<file path="src/rtl/bp_pkg.sv">
// Shared branch-predictor types: 2-bit counter states and BTB entry status.
package bp_pkg;

    typedef enum logic [1:0] {
        ST_STRONG_NT = 2'b00,
        ST_WEAK_NT   = 2'b01,
        ST_WEAK_T    = 2'b10,
        ST_STRONG_T  = 2'b11
    } ctr_state_t;

    // Per-entry status kept in flops so reset and flush complete in one edge.
    typedef struct packed {
        logic       valid;
        ctr_state_t ctr;
    } btb_entry_t;

    localparam ctr_state_t CTR_RESET = ST_WEAK_NT;
    localparam ctr_state_t CTR_ALLOC = ST_WEAK_T;

    function automatic logic predicts_taken(input ctr_state_t state);
        return state[1];
    endfunction

endpackage

</file>
<file path="src/rtl/sat_counter2.sv">
// Next-state function of a 2-bit saturating taken/not-taken counter.
module sat_counter2
    import bp_pkg::*;
(
    input  ctr_state_t state,
    input  logic       taken,
    output ctr_state_t next_state
);

    // Step one state toward the observed outcome, holding at both ends.
    always_comb begin
        next_state = state;
        case (state)
            ST_STRONG_NT: next_state = taken ? ST_WEAK_NT  : ST_STRONG_NT;
            ST_WEAK_NT:   next_state = taken ? ST_WEAK_T   : ST_STRONG_NT;
            ST_WEAK_T:    next_state = taken ? ST_STRONG_T : ST_WEAK_NT;
            ST_STRONG_T:  next_state = taken ? ST_STRONG_T : ST_WEAK_T;
            default:      next_state = CTR_RESET;
        endcase
    end

endmodule

</file>
<file path="src/rtl/branch_target_buffer.sv">
// Direct-mapped branch target buffer: combinational fetch lookup, EX-stage update.
module branch_target_buffer
    import bp_pkg::*;
#(
    parameter int ENTRIES = 16,
    parameter int XLEN    = 32
) (
    input  logic            clk,
    input  logic            reset,
    input  logic [XLEN-1:0] if_pc,
    output logic            predict_hit,
    output logic            predict_taken,
    output logic [XLEN-1:0] predict_target,
    input  logic            upd_valid,
    input  logic [XLEN-1:0] upd_pc,
    input  logic            upd_taken,
    input  logic [XLEN-1:0] upd_target,
    input  logic            flush_all
);

    localparam int IDXW = $clog2(ENTRIES);
    localparam int TAGW = XLEN - IDXW - 2;

    btb_entry_t      entry_r  [ENTRIES];
    logic [TAGW-1:0] tag_r    [ENTRIES];
    logic [XLEN-1:0] target_r [ENTRIES];

    logic [IDXW-1:0] rd_idx_s;
    logic [TAGW-1:0] rd_tag_s;
    logic            rd_hit_s;
    logic [IDXW-1:0] upd_idx_s;
    logic [TAGW-1:0] upd_tag_s;
    logic            upd_hit_s;
    ctr_state_t      ctr_next_s;
    logic            data_we_s;
    logic            unused_pc_bits_s;

    assign rd_idx_s  = if_pc[IDXW+1:2];
    assign rd_tag_s  = if_pc[XLEN-1:IDXW+2];
    assign upd_idx_s = upd_pc[IDXW+1:2];
    assign upd_tag_s = upd_pc[XLEN-1:IDXW+2];

    // Instruction-alignment bits never participate in index or tag.
    assign unused_pc_bits_s = ^{if_pc[1:0], upd_pc[1:0]};

    assign rd_hit_s  = entry_r[rd_idx_s].valid && (tag_r[rd_idx_s] == rd_tag_s);
    assign upd_hit_s = entry_r[upd_idx_s].valid && (tag_r[upd_idx_s] == upd_tag_s);

    // Tag/target are written on any taken update: on a hit the tag is unchanged,
    // on a miss it is the allocation. Reset and flush both suppress the update.
    assign data_we_s = upd_valid && upd_taken && !flush_all && !reset;

    sat_counter2 u_sat_counter2 (
        .state      (entry_r[upd_idx_s].ctr),
        .taken      (upd_taken),
        .next_state (ctr_next_s)
    );

    // Valid bits and counters: reset beats flush beats update.
    always_ff @(posedge clk) begin
        if (reset) begin
            for (int i = 0; i < ENTRIES; i++) begin
                entry_r[i] <= '{valid: 1'b0, ctr: CTR_RESET};
            end
        end else if (flush_all) begin
            for (int i = 0; i < ENTRIES; i++) begin
                entry_r[i].valid <= 1'b0;
            end
        end else if (upd_valid) begin
            if (upd_hit_s) begin
                entry_r[upd_idx_s].ctr <= ctr_next_s;
            end else if (upd_taken) begin
                entry_r[upd_idx_s] <= '{valid: 1'b1, ctr: CTR_ALLOC};
            end else begin
                entry_r[upd_idx_s] <= entry_r[upd_idx_s];
            end
        end else begin
            entry_r <= entry_r;
        end
    end

    // Tag and target storage; contents are qualified by the valid bit, so no reset.
    always_ff @(posedge clk) begin
        if (data_we_s) begin
            tag_r[upd_idx_s]    <= upd_tag_s;
            target_r[upd_idx_s] <= upd_target;
        end else begin
            tag_r    <= tag_r;
            target_r <= target_r;
        end
    end

    // Zero-latency prediction from the pre-update array contents.
    always_comb begin
        predict_hit    = 1'b0;
        predict_taken  = 1'b0;
        predict_target = '0;
        if (rd_hit_s) begin
            predict_hit    = 1'b1;
            predict_taken  = predicts_taken(entry_r[rd_idx_s].ctr);
            predict_target = target_r[rd_idx_s];
        end else begin
            predict_hit    = 1'b0;
            predict_taken  = 1'b0;
            predict_target = '0;
        end
    end

endmodule

</file>
<file path="config.mk">
export PLATFORM = sky130hd
export DESIGN_NAME = branch_target_buffer
export DESIGN_NICKNAME = d
export VERILOG_FILES = /design/src/rtl/bp_pkg.sv /design/src/rtl/sat_counter2.sv /design/src/rtl/branch_target_buffer.sv
export SDC_FILE = /design/constraint.sdc
export NUM_CORES = 1
export LEC_CHECK = 0
export BUFFER_PORTS_ARGS = -buffer_cell sky130_fd_sc_hd__buf_2
export CAP_MARGIN = 15
export CORE_AREA = 4 4 391 239
export CTS_BUF_LIST = sky130_fd_sc_hd__clkbuf_8
export CTS_CLUSTER_DIAMETER = 120
export CTS_CLUSTER_SIZE = 16
export DETAILED_ROUTE_END_ITERATION = 10
export DIE_AREA = 0 0 395 243
export PLACE_DENSITY = 0.75
export RECOVER_POWER = 100
export SLEW_MARGIN = 20
export SYNTH_ARGS = -nofsm -noshare
export SYNTH_HDL_FRONTEND = slang
export SYNTH_SLANG_ARGS = --single-unit
</file>
<file path="constraint.sdc">
create_clock -name clk -period 10.9 [get_ports clk]
set_clock_uncertainty 0.15 [all_clocks]
set_input_delay 2.18 -clock clk [delete_from_list [all_inputs] [get_ports clk]]
set_output_delay 2.18 -clock clk [all_outputs]
set_load 0.05 [all_outputs]
</file>
==> results.toml <==
[global_route]
grt.busiest_layer = "met2"
grt_pass1_vias = 22170
overflow = 0
use_met2_pct = 33.11
antenna_found_initial = 12
grt_max_degree = 103
use_met3_pct = 5.863
grtUsageTotal_pct = 22.00
grt_pass1_wl_um = 154800
met1_usage_pct = 32.57

[timing]
finalWorstSetupSlack_ps = 1524
final-max-slew-violation-count = 709
final.setup.tns_ps = 0
tightest_slew_ps = 3242
fin_crit_ps = 9376
hold_viol_final = 0
setup_viol = 0
max_freq_mhz = 106.7
slew_headroom_pct = -116.1
post-route-period-util_pct = 86.02
rsz0062_at_grt = "no"

[drt]
wire_per_inst_um = 31.39
drt_wl_total_um = 106100
drtIter0Drc = 3055
num_vias = 21840
drc = 0
vias_per_cell = 6.462
first_pass_iters = 6
ant_nets = 0

[yosys]
synth_commonest_cells = "edfxtp_1 (928), mux4_2 (403), nor2_1 (74)"
synth-edff-count = 928
yosys_warnings = 0
synthArstFlopShare_pct = 0
synth.most_common_cell = "edfxtp_1"
synth_top_area_cell = "edfxtp_1"
yosysSeqAreaShare_pct = 68.78
synth-seq-cells = 976
avgSynthCellArea_um2 = 20.73
synth.area.top_cells = "edfxtp_1 (66%), mux4_2 (22%), dfxtp_1 (2.3%)"
synth_ff_type = "edfxtp_1"
synth_top_area_share_pct = 66.49
synthCells = 2022
synth.distinct_cells = 63
syn_area_um2 = 41910
syn-num-nets = 2123

[floorplan]
ios = 135
initial_utilization_pct = 46.86
die_y_um = 243
core_area_um2 = 89440
chipWidth_um = 395
die_area_um2 = 95990
fp-row-count = 85

[worst_setup_path]
path_buf_inv = 4
path_depth = 10
cp_top_family = "buffers and inverters"
rr_worst_depth = 10
critical_path.slowest_cell = "clkbuf_2"
path_cells = "buf_8 -> clkbuf_2 -> mux4_2 -> mux4_2 -> xnor2_1 -> nand4_1 -> nor3_2 -> clkbuf_2 -> and3_1 -> buf_2"
cp-startpoint = "if_pc[2]"
r2r-end = "entry_r[23]"
start_kind = "input pin"
worstSetupEndpoint = "predict_taken"
worstSetupPathType = "input pin to primary output"
crit_required_ps = 8570
r2r_slack_ps = 5710
worstPathMaxFanout = 70
worst_path_largest_cell_delay_ps = 1030
r2r-start = "tag_r[8]"
cp.arrival_ps = 7050
worst_setup_path_end_kind = "primary output"

[clocking]
cts_sinks = 976
cts_hold_buf = 0
cts_buffers = 70
cts-root-buf = "clkbuf_8"
post_cts_buffers = 0
clkLatencyLatePin_ps = 740
cts_tree = "built"
cts.clk_slew.worst_paths_ps = 110
post_cts_resized = 0
cts_max_path_buffers = 3
h-tree-depth = 3

[status]
outcome = "finished with violations"
violations = "max-capacitance violations, max-slew violations"

[place]
place_area_um2 = 44050
portBuffers = 130
place_congestion = 0.8974
dpl.hpwl_um = 61420
place_inst = 3284
pre_cts_ws_ps = 2168

[flow_run]
maxCapViolCount = 30

[finish]
layout.cells.non_filler = 3380
syn_to_final_growth_pct = 7.033
nFillCells = 7068
stdcell_area_um2 = 44860
finalNetCount = 2242
layout-drive-gt1-share_pct = 27.82
utilization_pct = 50.16

[worst_hold_path]
hold_path.class = "register to register"

[pwr]
ir_drop_mv = 0.07880
p_leak_nw = 13.91
powerDensity_nw_per_um2 = 141.5
-- worst min-delay path, stage by stage, from the launching register on --
cell	delay [ps]
dfxtp_1	340
o211ai_1	80
o31ai_1	70
-- cell usage in the layout (no fill, tap or decap), types with 21 or more instances in the layout --
cell type  count
buf_4         25
nor3_1        21
nand2_1       40
mux4_2       403
buf_2         65
edfxtp_1     928
xnor2_1       39
mux2i_1       71
and3_1        34
dfxtp_1       48
clkbuf_8      75
inv_1         28
a21oi_1       24
nor2_1        73
clkbuf_1      70
-- per-layer routing --
layer	vias up	wire [µm]	share of wire, %
met3	164	11090	10
met4	8	2110	2.0
li1	8807	-	-
met1	11620	43770	41
met5	-	146	0.14
met2	1237	48980	46
-- report_power, final --
group | internal [mW] | switching, mW
clock | 0.619 | 1.12
combinational | 0.206 | 0.281
sequential | 4.11 | 0.00588
total | 4.94 | 1.41
-- state kept, by name, indices dropped and copies added, names as in the netlist --
register	cells
target_r	512
entry_r	48
tag_r	416
-- how the worst min path moves through the flow --
| stage | from | endpoint | cells past startpoint |
|---|---|---|---|
| 5_1_grt | entry_r[47] | entry_r[47] | 2 |
| 4_1_cts | entry_r[18] | entry_r[18] | 2 |
| 3_3_place_gp | entry_r[42] | entry_r[42] | 2 |
| 6_report | entry_r[47] | entry_r[47] | 2 |
| 3_5_place_dp | entry_r[18] | entry_r[18] | 2 |
| 2_1_floorplan | entry_r[42] | entry_r[42] | 2 |
-- kinds of logic (layout without fill, tap and decap cells) --
group	count (synthesis)	count (layout)	share of synthesized area, %
muxes	476	476	23.40
xor gates and xnor gates	50	50	1.045
DFF	976	976	68.78
AOI/OAI and AO/OA	152	152	2.672
and+or+nand+nor	216	216	2.484
adders and majority gates	1	1	0.02388
other	0	5	0
buffers and inverters	151	286	1.594
-- layout make-up --
class,instances,area (µm²),share of cell area [%]
diodes,5,12.51,0.02789
clock buffers,74,1018,2.270
flip-flops and latches,976,28830,64.26
repair buffers,179,925.9,2.064
clock inverters,14,65.06,0.1450
multi-input cells,895,12420,27.68
well taps,1218,1524,3.397
inverters,19,71.32,0.1590
-- stage by stage --
step / hold slack (ps) / power (mW)
5_1_grt: 389.9 / 6.571
2_1_floorplan: 310.5 / 4.518
3_5_place_dp: 345.5 / 4.692
4_1_cts: 371.2 / 6.387
6_report: 373.6 / 6.346
3_3_place_gp: 327.0 / 4.679
Note: power is estimated with default switching activity, not from simulation.
